$ cat src/rtl/coproc_host_bridge.sv
// Host command sequencer for the matrix coprocessor: collects a request frame, issues it, returns status + result.
// Optional BRIDGE_CHECKSUM_EN adds an XOR checksum byte to both the request frame and the response.
module coproc_host_bridge #(
  parameter int SETTLE_CYCLES = 2,
  parameter int DET_TIMEOUT   = 1024
) (
  input  logic         clk,
  input  logic         rst,
  input  logic         host_valid,
  output logic         host_ready,
  input  logic [7:0]   host_data,
  output logic         res_valid,
  input  logic         res_ready,
  output logic [7:0]   res_data,
  output logic [2:0]   cp_op_code,
  output logic [199:0] cp_matrix_a,
  output logic [199:0] cp_matrix_b,
  output logic [7:0]   cp_scalar,
  output logic         cp_start,
  input  logic [199:0] cp_result,
  input  logic         cp_overflow,
  input  logic         cp_done
);

`ifdef BRIDGE_CHECKSUM_EN
  localparam logic [5:0] RX_LAST = 6'd52;
  localparam logic [4:0] TX_LAST = 5'd26;
`else
  localparam logic [5:0] RX_LAST = 6'd51;
  localparam logic [4:0] TX_LAST = 5'd25;
`endif
  localparam logic [15:0] SETTLE_LAST = 16'(SETTLE_CYCLES - 1);
  localparam logic [15:0] DET_LAST    = 16'(DET_TIMEOUT - 1);
  localparam logic [2:0]  OP_DET      = 3'b101;

  typedef enum logic [1:0] {ST_RX, ST_ISSUE, ST_WAIT, ST_TX} state_t;

  state_t       state_q, state_d;
  logic [5:0]   rx_cnt_q, rx_cnt_d;
  logic [4:0]   tx_idx_q, tx_idx_d;
  logic [15:0]  wait_cnt_q, wait_cnt_d;
  logic [2:0]   op_q, op_d;
  logic [7:0]   scalar_q, scalar_d;
  logic [199:0] mat_a_q, mat_a_d;
  logic [199:0] mat_b_q, mat_b_d;
  logic [199:0] result_q, result_d;
  logic         ovf_q, ovf_d;
  logic         tmo_q, tmo_d;
  logic         bad_op_q, bad_op_d;
  logic         ck_err_q, ck_err_d;
  logic         ck_bad_q, ck_bad_d;
  logic [7:0]   rx_xor_q, rx_xor_d;
  logic [7:0]   tx_xor_q, tx_xor_d;

  logic [4:0]   a_elem, b_elem, r_elem;
  logic         rx_fire, tx_fire, abort;
  logic [7:0]   status;

  assign host_ready  = (state_q == ST_RX);
  assign res_valid   = (state_q == ST_TX);
  assign rx_fire     = host_valid & host_ready;
  assign tx_fire     = res_valid & res_ready;
  // Reserved op codes and corrupted frames never reach the coprocessor.
  assign abort       = (op_q[2:1] == 2'b11) || ck_bad_q;
  assign cp_start    = (state_q == ST_ISSUE) && !abort;
  assign cp_op_code  = op_q;
  assign cp_scalar   = scalar_q;
  assign cp_matrix_a = mat_a_q;
  assign cp_matrix_b = mat_b_q;
  assign status      = {ovf_q, tmo_q, bad_op_q, ck_err_q, 1'b0, op_q};
  assign a_elem      = 5'(rx_cnt_q - 6'd2);
  assign b_elem      = 5'(rx_cnt_q - 6'd27);
  assign r_elem      = tx_idx_q - 5'd1;

  always_comb begin
    res_data = 8'h00;
    if (state_q == ST_TX) begin
      if (tx_idx_q == 5'd0)       res_data = status;
      else if (tx_idx_q <= 5'd25) res_data = result_q[{r_elem, 3'b000} +: 8];
      else                        res_data = tx_xor_q;
    end
  end

  always_comb begin
    state_d    = state_q;
    rx_cnt_d   = rx_cnt_q;
    tx_idx_d   = tx_idx_q;
    wait_cnt_d = wait_cnt_q;
    op_d       = op_q;
    scalar_d   = scalar_q;
    mat_a_d    = mat_a_q;
    mat_b_d    = mat_b_q;
    result_d   = result_q;
    ovf_d      = ovf_q;
    tmo_d      = tmo_q;
    bad_op_d   = bad_op_q;
    ck_err_d   = ck_err_q;
    ck_bad_d   = ck_bad_q;
    rx_xor_d   = rx_xor_q;
    tx_xor_d   = tx_xor_q;
    case (state_q)
      ST_RX: begin
        if (rx_fire) begin
          rx_xor_d = rx_xor_q ^ host_data;
          if (rx_cnt_q == 6'd0)       op_d = host_data[7:5];
          else if (rx_cnt_q == 6'd1)  scalar_d = host_data;
          else if (rx_cnt_q <= 6'd26) mat_a_d[{a_elem, 3'b000} +: 8] = host_data;
          else if (rx_cnt_q <= 6'd51) mat_b_d[{b_elem, 3'b000} +: 8] = host_data;
`ifdef BRIDGE_CHECKSUM_EN
          else                        ck_bad_d = (host_data != rx_xor_q);
`endif
          if (rx_cnt_q == RX_LAST) begin
            rx_cnt_d = 6'd0;
            state_d  = ST_ISSUE;
          end else begin
            rx_cnt_d = rx_cnt_q + 6'd1;
          end
        end
      end
      ST_ISSUE: begin
        ovf_d      = 1'b0;
        tmo_d      = 1'b0;
        bad_op_d   = (op_q[2:1] == 2'b11);
        ck_err_d   = ck_bad_q;
        ck_bad_d   = 1'b0;
        rx_xor_d   = 8'h00;
        tx_xor_d   = 8'h00;
        tx_idx_d   = 5'd0;
        wait_cnt_d = 16'd0;
        if (abort) begin
          result_d = '0;
          state_d  = ST_TX;
        end else begin
          state_d  = ST_WAIT;
        end
      end
      ST_WAIT: begin
        wait_cnt_d = wait_cnt_q + 16'd1;
        if (op_q == OP_DET) begin
          // The first WAIT cycle's cp_done may be stale from the previous command.
          if (wait_cnt_q != 16'd0 && cp_done) begin
            result_d = cp_result;
            state_d  = ST_TX;
          end else if (wait_cnt_q == DET_LAST) begin
            result_d = cp_result;
            tmo_d    = 1'b1;
            state_d  = ST_TX;
          end
        end else if (wait_cnt_q == SETTLE_LAST) begin
          result_d = cp_result;
          ovf_d    = cp_overflow;
          state_d  = ST_TX;
        end
      end
      ST_TX: begin
        if (tx_fire) begin
          tx_xor_d = tx_xor_q ^ res_data;
          if (tx_idx_q == TX_LAST) state_d = ST_RX;
          else                     tx_idx_d = tx_idx_q + 5'd1;
        end
      end
      default: state_d = ST_RX;
    endcase
  end

  always_ff @(posedge clk or posedge rst) begin
    if (rst) begin
      state_q    <= ST_RX;
      rx_cnt_q   <= 6'd0;
      tx_idx_q   <= 5'd0;
      wait_cnt_q <= 16'd0;
      op_q       <= 3'd0;
      scalar_q   <= 8'h00;
      mat_a_q    <= '0;
      mat_b_q    <= '0;
      result_q   <= '0;
      ovf_q      <= 1'b0;
      tmo_q      <= 1'b0;
      bad_op_q   <= 1'b0;
      ck_err_q   <= 1'b0;
      ck_bad_q   <= 1'b0;
      rx_xor_q   <= 8'h00;
      tx_xor_q   <= 8'h00;
    end else begin
      state_q    <= state_d;
      rx_cnt_q   <= rx_cnt_d;
      tx_idx_q   <= tx_idx_d;
      wait_cnt_q <= wait_cnt_d;
      op_q       <= op_d;
      scalar_q   <= scalar_d;
      mat_a_q    <= mat_a_d;
      mat_b_q    <= mat_b_d;
      result_q   <= result_d;
      ovf_q      <= ovf_d;
      tmo_q      <= tmo_d;
      bad_op_q   <= bad_op_d;
      ck_err_q   <= ck_err_d;
      ck_bad_q   <= ck_bad_d;
      rx_xor_q   <= rx_xor_d;
      tx_xor_q   <= tx_xor_d;
    end
  end

endmodule

$ cat config.mk
export PLATFORM = sky130hd
export DESIGN_NAME = coproc_host_bridge
export DESIGN_NICKNAME = d
export VERILOG_FILES = /design/src/rtl/coproc_host_bridge.sv
export SDC_FILE = /design/constraint.sdc
export NUM_CORES = 2
export LEC_CHECK = 0
export ABC_AREA = 1
export BUFFER_PORTS_ARGS = -buffer_cell sky130_fd_sc_hd__buf_2
export CAP_MARGIN = 20
export CORE_MARGIN = 8
export CORE_UTILIZATION = 45
export CTS_BUF_LIST = sky130_fd_sc_hd__clkbuf_16
export DETAILED_ROUTE_END_ITERATION = 10
export GPL_TIMING_DRIVEN = 0
export PLACE_DENSITY = 0.71
export SLEW_MARGIN = 30
export SYNTH_ARGS = -nofsm -noshare
export SYNTH_HDL_FRONTEND = slang
export SYNTH_SLANG_ARGS = --single-unit
export TNS_END_PERCENT = 5
$ cat constraint.sdc
create_clock -name clk -period 20.4 [get_ports clk]
set_input_delay 3.06 -clock clk [delete_from_list [all_inputs] [get_ports clk]]
set_output_delay 3.06 -clock clk [all_outputs]
set_load 0.01 [all_outputs]
==> impl_results.md <==
* Status: complete, no violations
* Final Skew at 0.0282 ns
* Post-CTS Hold Buffers at 0
* Area of the multi-input gates at 10,700 um^2
* Die Ht at 267 um
* FF-to-FF End: tx_xor_q[0]
* Final core occ at 56.5%
* Final Cycle Share at 41.1%
* First DRT Iteration DRCs at 3,074
* Leakage power at 17.6 nW
* Layout cells sized above 1 at 20.4%
* Design area at 35,500 um^2
* Routed vias at 27,400
* CP max stage cell: buf_1
* Worst endpoint required time at 17.34 ns
* Register area share after synthesis at 57.4%
* Clock buffer depth at 3
* Initial antenna violation count at 9
* Postcts setup bufs at 0
* Reg clk slew, reported paths at 0.06 ns
* Post-Route WL at 114 mm
* Antenna Nets Post-Route at 0
* First-pass GRT wire length at 169 mm
* Min Tclk post-route at 8.39 ns
* Setup repair after global routing missed its margin: no
* VDD IR max at 0.0000925 V
* CP startpoint kind: flip-flop
* CP Capture Type: primary output
* Synth Net Count at 3,625
* Crit path DAT at 5.33 ns
* Core Area at 62,700 um^2
* DRC Markers at 0
* Reg2reg setup slack at 15.57 ns
* CTS tree: built
* # IOs at 636
* Register area at 16,300 um^2
* Vias in the first global route at 27,300
* CP Max Fanout at 10
* GRT Util Overall at 31.2%
* CP bufs+invs at 8
* Post_cts resized at 0
* Max-slew violations at 0
* CTS Sinks at 651
* Syn_area_per_cell at 8.37 um^2
* Vias/cell at 5.46
* Final setup viols at 0
* Largest net degree at the start of global routing at 31
* Clock insertion delay at the later pin of the skew report at 0.62 ns
* Worst Hold End: cp_matrix_b[165]
* Critical path, cell by cell: buf_2, inv_1, buf_2, clkbuf_1, buf_2, ha_1, clkbuf_1, buf_1, nand3_1, nand3_1, nand3_1, nand3_1, nand3_1, nand2_1, a21oi_1, buf_2
* Num CTS Buffers at 70
* Post-DP HPWL at 88.0 mm
* Slew HR at 42.5%
* Area after DPL at 33,200 um^2
* CTS root buf: clkbuf_16
* Hold Violations, Final at 0
* Die ar. at 71,300 um^2
* Maximum level of the CTS H-tree at 3
* Worst setup path class: reg2out
* Initial Util at 45.2%
* Setup TNS at 0 ns
* Mapped Area at 28,400 um^2
* Top Family by Delay on Critical Path: buffers and inverters
* Reg-to-reg startpoint: tx_idx_q[0]
* RePlAce Congestion at 0.954
* Row count at 92
* YS warnings at 0
* Critical path's largest stage delay at 0.70 ns
* Synth cell types at 39
* Power Dens Cells at 150 nW/um^2
* Cells on Worst Hold Path at 2
* Area grow syn2layout at 25.0%
* Gate Count Post-Synth at 3,391
* HP Class: reg2reg
* Gr ovfl total at 0
* Fillers at 5,708
* Max cap viols at 0
* Detailed Routing Iterations Pass 1 at 6
* Post-DR wirelength/cell at 22.6 um
* Yosys reg bits at 651
* Fin nets at 4,359
* CP most frequent cell: nand3_1
* Reg2Reg Depth at 17
* Hold path start: cp_matrix_b[165]
* Tightest Pin Transition at 0.862 ns
* Chip width at 267 um
* Max Fclk at 119 MHz
* I/O Buffers at 635
-- flip-flops by register name, summed over array words and instances, names as in the netlist --
name         flops
bad_op_q         1
cp_matrix_a    200
cp_matrix_b    200
cp_op_code       3
cp_scalar        8
ovf_q            1
result_q       200
rx_cnt_q         6
state_q          2
tmo_q            1
tx_idx_q         5
tx_xor_q         8
wait_cnt_q      16
-- power breakdown --
group	internal [W]	leakage (nW)	switching (W)
combinational	0.000599	7.56	0.00172
sequential	0.00156	8.93	0.000174
clock	0.000702	1.15	0.000551
-- per-stage QoR --
stage                     hold slack, ns  cells  total power, W  worst slack, ns
final                              0.469   5028         0.00530            12.01
after global routing               0.493   5026         0.00558            11.92
after CTS                          0.472   5025         0.00527            12.20
after detailed placement           0.454   4899         0.00401            12.87
after global placement             0.452   4872         0.00397             4.57
after floorplan                    0.450   3391         0.00305             8.44
-- cell usage in the layout (no fill, tap or decap), drive strengths merged, types with 33 or more instances in the layout --
cell type  count
inv          185
clkbuf       211
a21oi         41
dfrtp        651
nand2       1244
nor2         133
nand3        271
buf          702
clkinv        33
o21ai        611
-- cells by family (layout without fill, tap and decap cells) --
group | after synthesis | in the layout | share of synthesized area, %
XOR/XNOR | 6 | 6 | 0.238
AND/OR/NAND/NOR | 1690 | 1690 | 24.4
flip-flops | 651 | 651 | 57.4
other | 0 | 3 | 0
buffers and inverters | 351 | 1139 | 4.86
adder cells (fa/ha/maj) | 20 | 20 | 0.882
AO/OA/AOI/OAI | 673 | 673 | 12.2
-- per-layer routing --
layer / up-vias / routed length (um) / global-route usage [%]
li1: 12500 / - / -
met1: 13100 / 42200 / 38.0
met2: 1476 / 51500 / 49.1
met3: 326 / 12600 / 10.4
met4: 12 / 7370 / 16.4
met5: - / 74 / 0
-- worst register-to-register path, delay by kind of cell (launching register included) --
kind            cells  cell delay (ns)
compound gates      1             0.12
simple gates        8             1.09
buf+inv             7             2.78
flops               1             0.40
fa+ha+maj           1             0.32
-- synthesized netlist by cell type, drive strengths merged --
library cell,number,area share [%]
o22ai,2,0.044
nand3b,2,0.053
clkinv,4,0.053
ha,20,0.88
nand4,12,0.26
nand2,1244,17
nor4,3,0.088
buf,40,0.73
or2,1,0.022
a31oi,2,0.044
nor2,133,1.9
o211a,1,0.035
nor3,24,0.53
a22oi,1,0.026
a21oi,41,0.72
xor2,6,0.24
nand3,271,5.0
a211oi,2,0.053
dfrtp,651,57
o21ai,611,11
clkbuf,140,1.9
inv,167,2.2
o21a,4,0.11
o31ai,9,0.24
-- area by class of cell --
cell class / count / share of cell area [%]
timing repair buffer: 662 / 10.7
clock buffer: 71 / 5.01
buffer: 180 / 2.08
tap: 846 / 2.99
sequential: 651 / 46.0
inverter: 171 / 1.83
antenna: 3 / 0.0212
multi-input combinational: 2389 / 30.2
clock inverter: 55 / 1.24
-- worst max path at each step --
stage / from / cells after the start / slack (ns) / to
after floorplan: rst / 1 / 8.44 / bad_op_q
after global placement: rst / 2 / 4.57 / cp_matrix_a[192]
after detailed placement: tx_idx_q[0] / 17 / 12.87 / res_data[4]
after CTS: tx_idx_q[0] / 17 / 12.20 / res_data[4]
after global routing: tx_idx_q[0] / 17 / 11.92 / res_data[4]
final: tx_idx_q[0] / 16 / 12.01 / res_data[0]
(Power assumes the default switching activity.)
